**config.mk**
```make
export PLATFORM = sky130hd
export DESIGN_NAME = onehot_scan_decoder_flat
export DESIGN_NICKNAME = d
export VERILOG_FILES = /design/src/rtl/onehot_scan_decoder_pkg.sv /design/src/rtl/onehot_scan_decoder_if.sv /design/src/rtl/onehot_scan_decoder_tick_gen.sv /design/src/rtl/onehot_scan_decoder.sv /design/src/flat_wrapper.sv
export SDC_FILE = /design/constraint.sdc
export NUM_CORES = 1
export LEC_CHECK = 0
export ABC_AREA = 1
export CORE_MARGIN = 2
export CORE_UTILIZATION = 50
export DETAILED_ROUTE_END_ITERATION = 12
export PLACE_DENSITY = 0.82
export SLEW_MARGIN = 20
export SYNTH_ARGS = -nofsm -noshare
export SYNTH_HDL_FRONTEND = slang
export SYNTH_SLANG_ARGS = --single-unit
export TNS_END_PERCENT = 1
```
**constraint.sdc**
```tcl
create_clock -name clk -period 2.88 [get_ports clk]
set_clock_uncertainty 0.15 [all_clocks]
set_input_delay 0.864 -clock clk [delete_from_list [all_inputs] [get_ports clk]]
set_output_delay 0.864 -clock clk [all_outputs]
set_load 0.1 [all_outputs]
```
**src/rtl/onehot_scan_decoder_pkg.sv**
```systemverilog
// Shared encodings for the one-hot scan decoder: FSM states and the meaning of the mode input.
package decoder_pkg;

  typedef enum logic [1:0] {
    IDLE   = 2'd0,
    DIRECT = 2'd1,
    SCAN   = 2'd2
  } state_e;

  localparam logic MODE_DIRECT = 1'b0;
  localparam logic MODE_SCAN   = 1'b1;

  function automatic logic isActive(state_e s);
    return s != IDLE;
  endfunction

endpackage

```
**src/rtl/onehot_scan_decoder_if.sv**
```systemverilog
// Control inputs and select-line outputs of the one-hot scan decoder, grouped for the display path.
interface onehot_scan_decoder_if #(
  parameter int SEL_W = 3
) ();

  localparam int OUT_W = 2 ** SEL_W;

  logic             en;
  logic             mode;
  logic [SEL_W-1:0] sel;
  logic [OUT_W-1:0] dout;
  logic [SEL_W-1:0] idx;
  logic             valid;
  logic             wrap;

  modport master (
    output en, mode, sel,
    input  dout, idx, valid, wrap
  );

  modport slave (
    input  en, mode, sel,
    output dout, idx, valid, wrap
  );

endinterface

```
**src/rtl/onehot_scan_decoder_tick_gen.sv**
```systemverilog
// Prescaler for scan stepping: tick is high for one clock out of every PRESCALE, clr restarts the count.
module tick_gen #(
  parameter int PRESCALE = 4
) (
  input  logic clk,
  input  logic rst_n,
  input  logic clr,
  output logic tick
);

  localparam int CNT_W = (PRESCALE > 1) ? $clog2(PRESCALE) : 1;
  localparam logic [CNT_W-1:0] LAST = CNT_W'(PRESCALE - 1);

  logic [CNT_W-1:0] cnt_q, cnt_d;

  assign tick = (cnt_q == LAST);

  always_comb begin
    cnt_d = cnt_q + CNT_W'(1);
    if (clr || tick) begin
      cnt_d = '0;
    end
  end

  always_ff @(posedge clk or negedge rst_n) begin
    if (!rst_n) begin
      cnt_q <= '0;
    end else begin
      cnt_q <= cnt_d;
    end
  end

endmodule

```
**src/rtl/onehot_scan_decoder.sv**
```systemverilog
// Registered SEL_W-to-2^SEL_W one-hot decoder with a prescaled scan mode for multiplexing display digits.
module onehot_scan_decoder #(
  parameter int SEL_W      = 3,
  parameter int PRESCALE   = 4,
  parameter bit ACTIVE_LOW = 1'b0
) (
  input logic                  clk,
  input logic                  rst_n,
  onehot_scan_decoder_if.slave bus
);

  import decoder_pkg::*;

  localparam int OUT_W = 2 ** SEL_W;

  state_e           state_q, state_d;
  logic [SEL_W-1:0] idx_q, idx_d;
  logic [OUT_W-1:0] hot_q, hot_d;
  logic             valid_q, valid_d;
  logic             wrap_q, wrap_d;
  logic             tick;
  logic             scanClr;
  logic             scanStep;

  // Prescaler only runs while scanning steadily; entering or leaving SCAN restarts it.
  assign scanClr  = (state_q != SCAN) || (state_d != SCAN);
  assign scanStep = !scanClr && tick;

  tick_gen #(
    .PRESCALE(PRESCALE)
  ) u_tick (
    .clk  (clk),
    .rst_n(rst_n),
    .clr  (scanClr),
    .tick (tick)
  );

  always_comb begin
    state_d = IDLE;
    if (bus.en) begin
      state_d = (bus.mode == MODE_DIRECT) ? DIRECT : SCAN;
    end
  end

  always_comb begin
    idx_d  = idx_q;
    wrap_d = 1'b0;
    if (state_d == DIRECT || (state_d == SCAN && state_q != SCAN)) begin
      idx_d = bus.sel;
    end else if (scanStep) begin
      idx_d  = idx_q + SEL_W'(1);
      wrap_d = (idx_q == {SEL_W{1'b1}});
    end
    valid_d = isActive(state_d);
    hot_d   = valid_d ? (OUT_W'(1) << idx_d) : '0;
  end

  always_ff @(posedge clk or negedge rst_n) begin
    if (!rst_n) begin
      state_q <= IDLE;
      idx_q   <= '0;
      hot_q   <= '0;
      valid_q <= 1'b0;
      wrap_q  <= 1'b0;
    end else begin
      state_q <= state_d;
      idx_q   <= idx_d;
      hot_q   <= hot_d;
      valid_q <= valid_d;
      wrap_q  <= wrap_d;
    end
  end

  // hot_q is always active-high internally; the board polarity is applied only here.
  assign bus.dout  = ACTIVE_LOW ? ~hot_q : hot_q;
  assign bus.idx   = idx_q;
  assign bus.valid = valid_q;
  assign bus.wrap  = wrap_q;

endmodule

```
**src/flat_wrapper.sv**
```systemverilog
// flat-port wrapper written by rule: the top's interface ports become plain ports
module onehot_scan_decoder_flat import decoder_pkg::*;
#(
  parameter int SEL_W      = 3,
  parameter int PRESCALE   = 4,
  parameter bit ACTIVE_LOW = 1'b0
)
  (clk, rst_n, bus_en, bus_mode, bus_sel, bus_dout, bus_idx, bus_valid, bus_wrap);
  onehot_scan_decoder_if #(.SEL_W(SEL_W)) bus_i ();
  input logic clk;
  input logic rst_n;
  input wire logic [$bits(bus_i.en)-1:0] bus_en;
  input wire logic [$bits(bus_i.mode)-1:0] bus_mode;
  input wire logic [$bits(bus_i.sel)-1:0] bus_sel;
  output wire logic [$bits(bus_i.dout)-1:0] bus_dout;
  output wire logic [$bits(bus_i.idx)-1:0] bus_idx;
  output wire logic [$bits(bus_i.valid)-1:0] bus_valid;
  output wire logic [$bits(bus_i.wrap)-1:0] bus_wrap;
  assign bus_i.en = bus_en;
  assign bus_i.mode = bus_mode;
  assign bus_i.sel = bus_sel;
  assign bus_dout = bus_i.dout;
  assign bus_idx = bus_i.idx;
  assign bus_valid = bus_i.valid;
  assign bus_wrap = bus_i.wrap;
  onehot_scan_decoder #(.SEL_W(SEL_W), .PRESCALE(PRESCALE), .ACTIVE_LOW(ACTIVE_LOW)) u_core (.clk(clk), .rst_n(rst_n), .bus(bus_i));
endmodule
```
==> run_results.csv <==
group,metric,value,unit
outcome,status,"finished clean",
clock_network,cts_hold_repair.buffers,0,
critical_path,cp_data_required_time,2.95,ns
clock_network,htree_levels,1,
sta,slew_viol_final,0,
critical_path,reg_to_reg_slack_setup,1.26,ns
global_routing,grt_remaining_overflow,0,
yosys,yosys.area_share.adder,4.72,%
yosys,synth_top_area_cell,"dfrtp_1",
global_routing,grt_use_total,17.2,%
layout,regArea,425,um^2
critical_path,cp-start-kind,"input port",
critical_path,worst_path_max_delay_cell,"clkdlybuf4s50_1",
yosys,post_synth.cell_area_avg,9.03,um^2
pwr,cell_internal_pwr,0.348,mW
placement,detailedPlacementHpwl,1110,um
global_routing,grt_pass1_vias,605,
die,i_o_pin_cnt,20,
clock_network,cts-buffers-inserted,3,
yosys,synth-seq-area-share,53.5,%
pwr,seq_power_share,45.3,%
critical_path,critical_path_arrival,2.30,ns
layout,final_instance_area,991,um^2
placement,place_congestion,0.823,
die,chipWidth,43.9,um
pwr,total_switching_power,0.231,mW
layout,area_growth_syn_to_layout,24.7,%
drt,via_per_instance_ratio,5.02,
drt,drc,0,
yosys,synthDistinctLibCells,15,
layout,fill_cell_instance_count_of_the_final_layout,134,
sta,relSlewSlack,48.1,%
pwr,power_density,584,mW/mm^2
yosys,synth_top_area_share,53.5,%
global_routing,grt_antenna_before_repair,0,
yosys,synth_nets,98,
layout,layout_common_cells,"nand2_1 (22), dfrtp_1 (17), buf_4 (13)",
layout,mostFrequentLayoutCell,"nand2_1",
die,dieArea,0.00192,mm^2
sta,hold_violation_count_in_the_final_report,0,
sta,achievable_frequency,449,MHz
clock_network,worst_setup_hold_path_clk_slew,0.10,ns
yosys,mappedNetlistArea,795,um^2
clock_network,max-clock-path-buffers,2,
yosys,synth-compound-area-share,2.05,%
yosys,yosys-top-cells-area,"dfrtp_1 (54%), nand2_1 (10%), nand3_1 (6.3%)",
sta,post-route-period-util,77.4,%
sta,timing.setup.tns,0,ns
critical_path,crit_buf_inv,3,
sta,least_margin_pin_slew,0.777,ns
yosys,synthXorXnorAreaFrac,0,%
global_routing,grt_first_pass_wirelength,2410,um
sta,fin_crit,2.23,ns
worst_hold_path,hold_path_class,"reg2reg",
clock_network,tritoncts,"done",
drt,drt_first_iter_violations,5,
yosys,netlist_instances,88,
pwr,power.ir.vdd_worst,0.297,mV
yosys,synth_simple_gate_area_share,31.7,%
critical_path,crit_path_cell_trace,"clkdlybuf4s50_1, nand2_2, inv_4, a21oi_4, inv_2, nand2_1, nand3_2, nor2_1",
yosys,synthMuxAreaShare,0,%
layout,area_of_the_multi_input_gates,305,um^2
critical_path,end_kind,"register",
sta,setup_slack,0.651,ns
clock_network,post-cts-setup-buffers,0,
yosys,synth_warnings,0,
layout,final_net_count,121,
die,core_area,0.00151,mm^2
yosys,synth_top_family_by_area,"simple AND/OR/NAND/NOR gates",
drt,ant_nets,0,
clock_network,postCtsResizedCells,0,
placement,io_buffer_count,19,
placement,placement.setup.worst_slack,0.355,ns
die,initial_utilization,52.7,%
pwr,leakage,0.535,nW
flow_run,max_cap_viol_count,0,
pwr,power.share.combinational,33.2,%
drt,routed_wire_length_per_instance,11.8,um
drt,wl,1480,um
yosys,yosys_register_bits,17,
drt,vias,633,
global_routing,grt_start_max_net_pins,18,
critical_path,crit_fanout,7,
sta,grt_setup_unrepaired,"no",
critical_path,crit_family,"buffers and inverters",
clock_network,clock_root_buffer,"clkbuf_4",
layout,fraction_of_layout_cells_with_a_size_suffix_above_1,25.5,%
layout,antenna-diode-count,0,
drt,dr.pass1.iters,4,
pwr,totalPowerFinal,0.579,mW
critical_path,timing.critical_path.slowest_cell_delay,0.53,ns
pwr,switching_share,39.8,%
layout,post-route-util,65.8,%
pwr,pwr-share-clk,21.5,%
placement,placedInstanceArea,963,um^2
sta,setup_viol_count_final,0,
clock_network,tritoncts_num_sinks,17,
die,rows,14,
clock_network,insertion_delay,0.29,ns
critical_path,critPathKind,"in2reg",
die,dieHeight,43.9,um
-- final cells by class --
| type | instances | area share [%] |
|---|---|---|
| sequential | 17 | 42.9 |
| multi-input combinational | 56 | 30.8 |
| timing repair buffer | 19 | 15.9 |
| inverter | 14 | 5.56 |
| clock buffer | 3 | 2.27 |
| tap | 16 | 2.02 |
| clock inverter | 1 | 0.505 |
-- registers in the layout (all words and copies together) (netlist names) --
name / cells
u_core.bus.dout: 8
u_core.state_q: 2
u_core.bus.valid: 1
u_core.bus.wrap: 1
u_core.bus.idx: 3
u_core.u_tick.cnt_q: 2
-- synth_stat cells --
cell and n:
nand3_2 2, a21oi_4 1, nor2_2 1, inv_2 1
dfrtp_1 17, ha_1 3, inv_1 12, nand2_1 22
nand2_2 3, nand3_1 10, dlygate4sd1_1 1, inv_4 1
nand3_4 1, nor2_1 12, nor2_4 1
-- through the flow --
stage,hold WS [ns],std cells
final,0.282,126
after CTS,0.289,126
after detailed placement,0.275,122
after floorplan,0.258,88
after global routing,0.307,126
after global placement,0.267,122
-- cell families after synthesis --
| group | after synthesis |
|---|---|
| simple gates | 52 |
| fa+ha+maj | 3 |
| buf+inv | 15 |
| compound gates | 1 |
| flops | 17 |
-- path summary, 6_finish.rpt --
check	start	endpoint	cells after the start
worst max-delay path	bus_en	u_core.bus.dout[2]	8
worst min-delay path	u_core.u_tick.cnt_q[0]	u_core.u_tick.cnt_q[0]	1
worst max register to register	u_core.bus.idx[0]	u_core.bus.dout[2]	7
worst min register to register	u_core.u_tick.cnt_q[0]	u_core.u_tick.cnt_q[0]	1
max in group asynchronous	rst_n	u_core.bus.idx[0]	1
min in group asynchronous	rst_n	u_core.bus.dout[3]	1
-- routing by layer --
layer / vias to the layer above / track usage [%] / part of all wire, %
met5: - / 0 / 0
met4: 0 / 8.48 / 1.3
met3: 4 / 5.00 / 4.7
met2: 20 / 26.5 / 46
met1: 294 / 21.9 / 48
li1: 315 / - / -
-- power groups by stage --
| stage | Clock [mW] | Combinational, mW | Sequential, mW |
|---|---|---|---|
| 5_1_grt | 0.143 | 0.203 | 0.264 |
| 3_5_place_dp | 0 | 0.192 | 0.267 |
| 6_report | 0.125 | 0.192 | 0.262 |
| 4_1_cts | 0.132 | 0.192 | 0.262 |
| 2_1_floorplan | 0 | 0.0526 | 0.359 |
| 3_3_place_gp | 0 | 0.190 | 0.266 |
Power figures use the tool's default switching activity.
